<file path="config.mk">
export PLATFORM = sky130hd
export DESIGN_NAME = fpu_operand_stage
export DESIGN_NICKNAME = d
export VERILOG_FILES = /design/src/rtl/fpu_pkg.sv /design/src/rtl/fpu_q_convert.sv /design/src/rtl/fpu_operand_stage.sv
export SDC_FILE = /design/constraint.sdc
export NUM_CORES = 2
export LEC_CHECK = 0
export CORE_MARGIN = 4
export CORE_UTILIZATION = 45
export CTS_CLUSTER_DIAMETER = 100
export DETAILED_ROUTE_END_ITERATION = 10
export PLACE_DENSITY = 0.67
export SYNTH_ARGS = -nofsm -noshare
export SYNTH_HDL_FRONTEND = slang
export SYNTH_HIERARCHICAL = 1
export SYNTH_SLANG_ARGS = --single-unit
</file>
<file path="constraint.sdc">
create_clock -name clk -period 5.75 [get_ports clk]
set_input_delay 1.15 -clock clk [delete_from_list [all_inputs] [get_ports clk]]
set_output_delay 1.15 -clock clk [all_outputs]
set_load 0.05 [all_outputs]
</file>
<file path="src/rtl/fpu_pkg.sv">
// Shared constants and types for the FPU operand front-end.
// Source select codes, default fixed-point geometry and per-operand flag layout.
package fpu_pkg;

    localparam int DEF_DATA_W = 64;
    localparam int DEF_FRAC_W = 48;

    localparam logic [2:0] SRC_ZERO = 3'b000;
    localparam logic [2:0] SRC_ONE  = 3'b001;
    localparam logic [2:0] SRC_XMM  = 3'b010;
    localparam logic [2:0] SRC_FP32 = 3'b011;
    localparam logic [2:0] SRC_U32  = 3'b100;
    localparam logic [2:0] SRC_I32  = 3'b101;

    localparam int FLAG_SAT  = 0;
    localparam int FLAG_NAN  = 1;
    localparam int FLAG_BAD  = 2;
    localparam int NUM_FLAGS = 3;

    typedef logic [NUM_FLAGS-1:0] fpu_flags_t;

    typedef struct packed {
        logic        sign;
        logic [7:0]  exp;
        logic [22:0] mant;
    } fp32_t;

endpackage

</file>
<file path="src/rtl/fpu_q_convert.sv">
// Combinational conversion of one operand into signed fixed point
// (DATA_W bits, FRAC_W fractional), with saturation and exception flags.
module fpu_q_convert
    import fpu_pkg::*;
#(
    parameter int DATA_W = DEF_DATA_W,
    parameter int FRAC_W = DEF_FRAC_W
) (
    input  logic [2:0]        src_i,
    input  logic [31:0]       rs_i,
    input  logic [DATA_W-1:0] xs_i,
    output logic [DATA_W-1:0] data_o,
    output logic              sat_o,
    output logic              nan_o,
    output logic              bad_src_o
);

    localparam int INT_W = DATA_W - FRAC_W;
    // Integer compares need at least 33 bits so u32 stays positive
    localparam int EW    = (INT_W > 33) ? INT_W : 33;

    localparam logic [DATA_W-1:0]    MAX_V  = {1'b0, {(DATA_W-1){1'b1}}};
    localparam logic [DATA_W-1:0]    MIN_V  = {1'b1, {(DATA_W-1){1'b0}}};
    localparam logic signed [EW-1:0] INT_HI = EW'((64'd1 << (INT_W-1)) - 64'd1);
    localparam logic signed [EW-1:0] INT_LO = ~INT_HI;

    fp32_t                 f;
    logic signed [11:0]    sh;
    logic signed [11:0]    top;
    logic [11:0]           lsh;
    logic [11:0]           rsh;
    logic [DATA_W-1:0]     mant_ext;
    logic [DATA_W-1:0]     mag;
    logic [DATA_W-1:0]     fp_data;
    logic                  fp_sat;
    logic                  fp_nan;
    logic signed [EW-1:0]  u_val;
    logic signed [EW-1:0]  i_val;

    assign f     = rs_i;
    assign u_val = {{(EW-32){1'b0}}, rs_i};
    assign i_val = {{(EW-32){rs_i[31]}}, rs_i};

    // fp32 magnitude is {1,mant} * 2^sh; top is the bit position of its leading one
    always_comb begin
        sh       = $signed({4'b0, f.exp}) + $signed(12'(FRAC_W - 150));
        top      = sh + 12'sd23;
        lsh      = sh;
        rsh      = -sh;
        mant_ext = DATA_W'({1'b1, f.mant});
        mag      = '0;
        fp_data  = '0;
        fp_sat   = 1'b0;
        fp_nan   = 1'b0;
        if (f.exp == 8'hFF) begin
            if (f.mant != '0) begin
                fp_nan = 1'b1;
            end else begin
                fp_sat  = 1'b1;
                fp_data = f.sign ? MIN_V : MAX_V;
            end
        end else if (f.exp != 8'h00) begin
            if (top > $signed(12'(DATA_W - 1))) begin
                fp_sat  = 1'b1;
                fp_data = f.sign ? MIN_V : MAX_V;
            end else if (top == $signed(12'(DATA_W - 1))) begin
                // Magnitude >= 2^(DATA_W-1): only an exact -2^(DATA_W-1) is representable
                fp_data = f.sign ? MIN_V : MAX_V;
                fp_sat  = !f.sign || (f.mant != '0);
            end else begin
                mag     = sh[11] ? (mant_ext >> rsh) : (mant_ext << lsh);
                fp_data = f.sign ? -mag : mag;
            end
        end
    end

    always_comb begin
        data_o    = '0;
        sat_o     = 1'b0;
        nan_o     = 1'b0;
        bad_src_o = 1'b0;
        case (src_i)
            SRC_ZERO: data_o = '0;
            SRC_ONE:  data_o = DATA_W'(1) << FRAC_W;
            SRC_XMM:  data_o = xs_i;
            SRC_FP32: begin
                data_o = fp_data;
                sat_o  = fp_sat;
                nan_o  = fp_nan;
            end
            SRC_U32: begin
                if (u_val > INT_HI) begin
                    data_o = MAX_V;
                    sat_o  = 1'b1;
                end else begin
                    data_o = DATA_W'(u_val) << FRAC_W;
                end
            end
            SRC_I32: begin
                if (i_val > INT_HI) begin
                    data_o = MAX_V;
                    sat_o  = 1'b1;
                end else if (i_val < INT_LO) begin
                    data_o = MIN_V;
                    sat_o  = 1'b1;
                end else begin
                    data_o = DATA_W'(i_val) << FRAC_W;
                end
            end
            default: bad_src_o = 1'b1;
        endcase
    end

endmodule

</file>
<file path="src/rtl/fpu_operand_stage.sv">
// Two-stage valid/ready operand front-end: stage 1 captures raw sources,
// stage 2 holds converted fixed-point operands and their flags.
module fpu_operand_stage
    import fpu_pkg::*;
#(
    parameter int NUM_OPS = 2,
    parameter int DATA_W  = DEF_DATA_W,
    parameter int FRAC_W  = DEF_FRAC_W
) (
    input  logic                      clk,
    input  logic                      reset_n,
    input  logic                      in_valid,
    output logic                      in_ready,
    input  logic [3*NUM_OPS-1:0]      src,
    input  logic [32*NUM_OPS-1:0]     rs_data,
    input  logic [DATA_W*NUM_OPS-1:0] xs_data,
    output logic                      out_valid,
    input  logic                      out_ready,
    output logic [DATA_W*NUM_OPS-1:0] out_data,
    output logic [NUM_OPS-1:0]        out_sat,
    output logic [NUM_OPS-1:0]        out_nan,
    output logic [NUM_OPS-1:0]        out_bad_src
);

    logic                             s1_valid_q, s1_valid_d;
    logic [NUM_OPS-1:0][2:0]          s1_src_q,   s1_src_d;
    logic [NUM_OPS-1:0][31:0]         s1_rs_q,    s1_rs_d;
    logic [NUM_OPS-1:0][DATA_W-1:0]   s1_xs_q,    s1_xs_d;

    logic                             s2_valid_q, s2_valid_d;
    logic [NUM_OPS-1:0][DATA_W-1:0]   s2_data_q,  s2_data_d;
    fpu_flags_t [NUM_OPS-1:0]         s2_flags_q, s2_flags_d;

    logic [NUM_OPS-1:0][DATA_W-1:0]   cv_data;
    fpu_flags_t [NUM_OPS-1:0]         cv_flags;

    logic adv;
    logic accept;

    // The whole pipe shifts whenever the output slot is free or being drained
    assign adv      = !s2_valid_q || out_ready;
    assign in_ready = !s1_valid_q || adv;
    assign accept   = in_valid && in_ready;

    for (genvar i = 0; i < NUM_OPS; i++) begin : g_op
        fpu_q_convert #(
            .DATA_W (DATA_W),
            .FRAC_W (FRAC_W)
        ) u_conv (
            .src_i     (s1_src_q[i]),
            .rs_i      (s1_rs_q[i]),
            .xs_i      (s1_xs_q[i]),
            .data_o    (cv_data[i]),
            .sat_o     (cv_flags[i][FLAG_SAT]),
            .nan_o     (cv_flags[i][FLAG_NAN]),
            .bad_src_o (cv_flags[i][FLAG_BAD])
        );

        assign out_sat[i]     = s2_flags_q[i][FLAG_SAT];
        assign out_nan[i]     = s2_flags_q[i][FLAG_NAN];
        assign out_bad_src[i] = s2_flags_q[i][FLAG_BAD];
    end

    assign out_valid = s2_valid_q;
    assign out_data  = s2_data_q;

    always_comb begin
        s1_valid_d = s1_valid_q;
        s1_src_d   = s1_src_q;
        s1_rs_d    = s1_rs_q;
        s1_xs_d    = s1_xs_q;
        s2_valid_d = s2_valid_q;
        s2_data_d  = s2_data_q;
        s2_flags_d = s2_flags_q;

        if (accept) begin
            s1_valid_d = 1'b1;
            s1_src_d   = src;
            s1_rs_d    = rs_data;
            s1_xs_d    = xs_data;
        end else if (adv) begin
            s1_valid_d = 1'b0;
        end

        if (adv) begin
            s2_valid_d = s1_valid_q;
            if (s1_valid_q) begin
                s2_data_d  = cv_data;
                s2_flags_d = cv_flags;
            end
        end
    end

    always_ff @(posedge clk) begin
        if (!reset_n) begin
            s1_valid_q <= 1'b0;
            s1_src_q   <= '0;
            s1_rs_q    <= '0;
            s1_xs_q    <= '0;
            s2_valid_q <= 1'b0;
            s2_data_q  <= '0;
            s2_flags_q <= '0;
        end else begin
            s1_valid_q <= s1_valid_d;
            s1_src_q   <= s1_src_d;
            s1_rs_q    <= s1_rs_d;
            s1_xs_q    <= s1_xs_d;
            s2_valid_q <= s2_valid_d;
            s2_data_q  <= s2_data_d;
            s2_flags_q <= s2_flags_d;
        end
    end

endmodule

</file>
==> Word-level counts from Yosys, hierarchy flattened <==
Cells that the tools add are included.
{ "word_totals": {"ff_bits": 334, "in_bits": 202, "output_inout_bits": 136, "elab_cells": 117} }
{ "classes": {"add_sub_neg": 8, "magnitude_cmp": 8, "eq_ne": 14, "shifts": 4, "mux": 52, "reduce_logical": 19} }
{ "op_table": {"columns": ["operator", "n"], "rows": [
  ["two-way mux 64 bit", 22],
  ["one-hot mux 64 bit (5 select lines)", 2],
  ["negator 64 bit", 2],
  ["<< shifter 24 x 12 -> 64 bit", 2],
  [">> shifter 24 x 12 -> 64 bit", 2],
  ["> comparator 32 x 15 -> 1 bit (second input constant)", 2],
  ["> comparator 32 x 16 -> 1 bit (second input constant)", 2],
  ["less-than comparator 32 x 16 -> 1 bit (second input constant)", 2],
  ["nonzero test 23 bit", 2],
  ["two-way mux 1 bit", 26],
  ["adder 12 x 6 -> 12 bit (second input constant)", 2],
  ["== test 12 x 7 -> 1 bit (second input constant)", 2],
  ["> comparator 12 x 7 -> 1 bit (second input constant)", 2],
  ["negator 12 bit", 2],
  ["adder 9 x 8 -> 10 bit (second input constant)", 2],
  ["== test 8 bit (second input constant)", 2],
  ["nonzero test 8 bit", 2],
  ["== test 3 x 2 -> 1 bit (second input constant)", 4],
  ["== test 3 bit (second input constant)", 4],
  ["OR reduction 6 bit", 2],
  ["== test 3 x 1 -> 1 bit (second input constant)", 2],
  ["zero test 3 bit", 2],
  ["one-hot mux 1 bit (3 select lines)", 2],
  ["zero test 1 bit", 4],
  ["other kinds (4)", 7]
]} }

==> Logic depth before layout (Yosys ltp) <==
{ "depth": {"word_depth": 11, "mapped_depth": 27, "ltp_nobuf": 20} }

==> Hierarchy <==
The synthesis kept the hierarchy.
{ "modules_own_cells": {"columns": ["module", "instances", "cells_per_inst", "area_per_inst_um2", "seq_area_each_um2"], "rows": [
  ["fpu_q_convert", 2, 1426, 9705.6, 0.0],
  ["fpu_operand_stage", 1, 1478, 12919.9, 6686.4]
]} }

==> Worst setup path after synthesis <==
No wires, ideal clock.
{ "synth_timing": {"path_kind": "register to register", "start": "register s1_rs_q[24] (netlist name)", "end": "register s2_data_q (netlist bit out_data[62])", "setup_ns": 0.070, "arrival_ns": 5.003, "slack_ns": 0.676, "path_stages_with_launch": 25, "period_less_slack_ns": 5.074, "path_cell_list": "dfxtp_1 buf_4 buf_6 buf_4 inv_1 ha_1 buf_2 buf_2 mux2i_1 inv_1 mux4_2 o211ai_1 a32oi_1 inv_1 ha_1 nand2_1 nor3_1 nand3_1 or4_1 buf_4 nor4b_4 mux2i_1 a31o_1 nand3_1 a21oi_1"} }
{ "synth_rtl": {"columns": ["item", "line_no", "text"], "rows": [
  ["start, declared", "fpu_operand_stage.sv:27", "logic [NUM_OPS-1:0][31:0] s1_rs_q, s1_rs_d;"],
  ["start signal, assigned", "fpu_operand_stage.sv:106", "s1_rs_q <= s1_rs_d;"],
  ["end signal, assigned", "fpu_operand_stage.sv:109", "s2_data_q <= s2_data_d;"],
  ["end, declared", "fpu_operand_stage.sv:31", "logic [NUM_OPS-1:0][DATA_W-1:0] s2_data_q, s2_data_d;"]
]} }

==> results by group <==
Die
  • I/O Pins: 338
  • Rows: 98
  • Initial Util: 0.453
  • Die area: 76200 µm²
  • Die W: 276 µm
  • Die height: 276 µm
  • Core area: 71400 µm²

CTS
  • # H-tree levels: 2
  • Num CTS Buffers: 40
  • Clk Latency, worst-skew pair: 0.60 ns
  • Worst-case clock buffer depth: 3
  • Root Buffer: clkbuf_16
  • CTS tree: built
  • Clock slew at reported path FFs: 0.06 ns
  • Clock sink count: 334

Placed design
  • Final HPWL DP: 119 mm
  • Cells after DPL: 5464
  • PortBufs: 337
  • Final GP Congestion: 1.04

Setup path
  • Required time worst endpoint: 6.24 ns
  • Crit path max fanout: 12
  • Worst R2R Path Depth: 17
  • Setup crit start kind: flip-flop
  • CP arrival: 6.09 ns
  • Crit end category: flip-flop
  • Crit Path Class: flip-flop to flip-flop

Logic synthesis
  • Ys flop type: dfxtp_1
  • Synth unique cells: 119
  • YS warnings: 6
  • Adder-cell share of the synthesized area: 0.00774
  • Synthesis-stage register bit count: 334
  • Post-Synth XOR/XNOR Area: 0.0201
  • Simple-gate share of the synthesized area: 0.246
  • Cells after synthesis: 4330
  • Largest family of logic cells by synthesized area: compound AO/OA/AOI/OAI gates
  • Mux share of post-synthesis cell area: 0.176
  • Post-synthesis sequential area ratio: 0.207
  • Avg Cell Area, Syn: 7.47 µm²
  • Number of flops mapped to enable cells by yosys: 0
  • Compound-Gate Fraction of Synth Area: 0.268
  • Cell area after synthesis: 32300 µm²
  • FFs w/ async S/R, synth: 0
  • Syn_nets: 4552

Timing
  • Final Hold Vio Count: 0
  • Fmax achieved: 0.178 GHz
  • Worst-Margin Slew: 1.14 ns
  • Final setup viols: 0
  • RSZ-0062 raised after global routing: false
  • Min cycle time layout: 5.60 ns
  • Max-slew violations: 0
  • Hold Slack: 0.455 ns
  • Tcrit/Tclk final: 0.975
  • Worst relative slew slack: 0.237
  • Clock Skews: 0.0433 ns

GRT
  • Initial antenna violation count: 10
  • First-pass GRT wire length: 234 mm
  • Gr usage total: 0.393
  • Met2 Usage GRT: 0.653
  • Busiest grt layer: met2
  • Vias in the first global route: 35000
  • Congestion Overflow GR: 0
  • Met1 GRT Util: 0.479
  • Met3 usage: 0.0639
  • Largest net degree at the start of global routing: 142

Routing
  • Drc violations: 0
  • DRT Pass-1 Iters: 8
  • Avg WL per Cell: 28.8 µm
  • Initial detailed-routing violation count: 4899
  • Via count: 37400
  • Via density: 6.74
  • Antenna Nets Post-Route: 0
  • Final WL: 160 mm

Power
  • Lkg Pwr: 14.4 nW
  • Pwr/cell area: 231 nW/µm²
  • Max VDD drop: 265 µV

Outcome
  • Outcome: completed

Final layout
  • Finished Layout Cells: 5541
  • Fin nets: 4780
  • Fraction of layout cells with a size suffix above 1: 0.133
  • Layout area overhead: 18.6%

Min path
  • Worst hold path depth: 2
  • Min-delay worst type: flip-flop to flip-flop

Run
  • Max_cap viols: 0
==> what timing repair did <==
item / 4_1_cts / 5_1_grt
buffers inserted: 0 / 1
hold buffers: 0 / 0
pin swaps: 0 / 3
gates cloned: 0 / 1
endpoints found under the setup margin: 4 / 27
gates resized for setup: 1 / 14
==> logic make-up after synthesis <==
kind of cell / after synthesis
mux: 486
flops: 334
simple gates: 1648
fa+ha+maj: 20
buf+inv: 483
xor+xnor: 54
compound gates: 1305
==> power by group <==
group / total (mW) / switching (mW) / internal (mW)
Sequential: 2.57 / 0.150 / 2.42
Clock: 2.57 / 1.09 / 1.47
Combinational: 3.71 / 2.33 / 1.38
Total: 8.85 / 3.57 / 5.27
==> synth_stat cells (32+ instances only) <==
cell	number	area, µm²
buf_6	40	450
o211ai_1	36	270
mux2i_1	376	3760
a21oi_1	376	1880
o21a_1	34	255
clkbuf_1	233	875
o21ai_0	304	1520
nor2_1	261	980
buf_2	79	395
nand2_1	679	2550
nor4_1	50	313
o22ai_1	36	225
inv_1	52	195
nor3_1	72	360
mux2_2	46	518
and2_1	34	213
and3_1	44	275
mux4_2	58	1310
nand4_1	48	300
buf_4	38	285
dfxtp_1	334	6690
a211oi_1	32	240
nand3_1	246	1230
a221oi_1	54	473
==> critical path, stage by stage, from the launching register on <==
cell,delay (ns)
dfxtp_2,0.48
inv_1,0.22
ha_1,0.49
and2b_1,0.24
buf_4,0.15
nor2_1,0.34
xnor3_1,0.29
a22o_1,0.25
a32o_1,0.30
o31a_2,0.41
a21oi_1,0.45
buf_4,0.21
nor2_1,0.04
nor2_1,0.72
o21ai_0,0.39
a21oi_1,0.25
nand3_1,0.11
a21oi_1,0.17
==> flip-flops by register name (all words and copies together) (netlist names), 2 cells and up <==
name / count
s1_src_q: 6
out_nan: 2
s1_xs_q: 128
out_sat: 2
s1_rs_q: 64
out_data: 128
out_bad_src: 2
==> area by class of cell <==
class	instances	area, µm²
repair buffers	608	5550
fillers	7088	33000
inverters	60	231
well taps	950	1190
diodes	5	12.5
clock inverters	11	143
flip-flops and latches	334	6700
clock buffers	59	1140
multi-input cells	3514	23400
==> metal layers <==
layer | part of all wire | vias to the layer above
met3 | 0.083 | 570
met2 | 0.47 | 2223
met5 | 0.00036 | -
li1 | - | 16600
met4 | 0.075 | 8
met1 | 0.38 | 18000
==> cells in the final DEF (no fill, tap or decap), types with 18 or more instances in the layout <==
master,netlist,routed
clkdlybuf4s50_1,0,336
mux2i_1,376,376
buf_4,38,259
o211ai_1,36,36
o21ai_0,304,304
o21a_1,34,32
xnor2_1,30,30
or2_2,24,24
nand4_1,48,48
a32oi_1,18,18
nor4_1,50,50
o32ai_1,20,20
nand3_1,246,245
a221oi_1,54,54
clkbuf_16,0,40
o22ai_1,36,36
nand2_1,679,679
o21ai_1,30,29
inv_1,52,52
nor2_1,261,259
mux4_2,58,58
nor3_1,72,67
and3_1,44,44
mux2_2,46,46
o31ai_1,26,24
nand2b_1,19,18
a21oi_1,376,375
a31oi_1,30,30
or3_1,20,20
a211oi_1,32,32
dfxtp_1,334,326
and2_1,34,34
==> through the flow <==
step / utilization / worst slack [ns] / total power, mW / setup TNS (ns) / cell area (µm²)
4_1_cts: 0.536 / 0.0285 / 8.76 / 0 / 38300
3_5_place_dp: 0.518 / -0.0847 / 6.18 / -0.0847 / 37000
5_1_grt: 0.537 / 0.00259 / 9.17 / 0 / 38400
2_1_floorplan: - / 0.676 / 4.90 / 0 / 32300
6_report: 0.538 / 0.145 / 8.85 / 0 / 38400
3_3_place_gp: 0.518 / -0.128 / 6.19 / -0.128 / 37000
==> path summary, 6_finish.rpt <==
path / startpoint / slack [ns] / to
setup / recovery: s1_rs_q[24]$_SDFFE_PN0P_ / 0.15 / out_data[15]$_SDFFE_PN0P_
hold / removal: s1_xs_q[84]$_SDFFE_PN0P_ / 0.45 / s1_xs_q[84]$_SDFFE_PN0P_
setup reg to reg: s1_rs_q[24]$_SDFFE_PN0P_ / 0.15 / out_data[15]$_SDFFE_PN0P_
hold reg to reg: s1_xs_q[84]$_SDFFE_PN0P_ / 0.45 / s1_xs_q[84]$_SDFFE_PN0P_
Note: power is estimated with default switching activity, not from simulation.
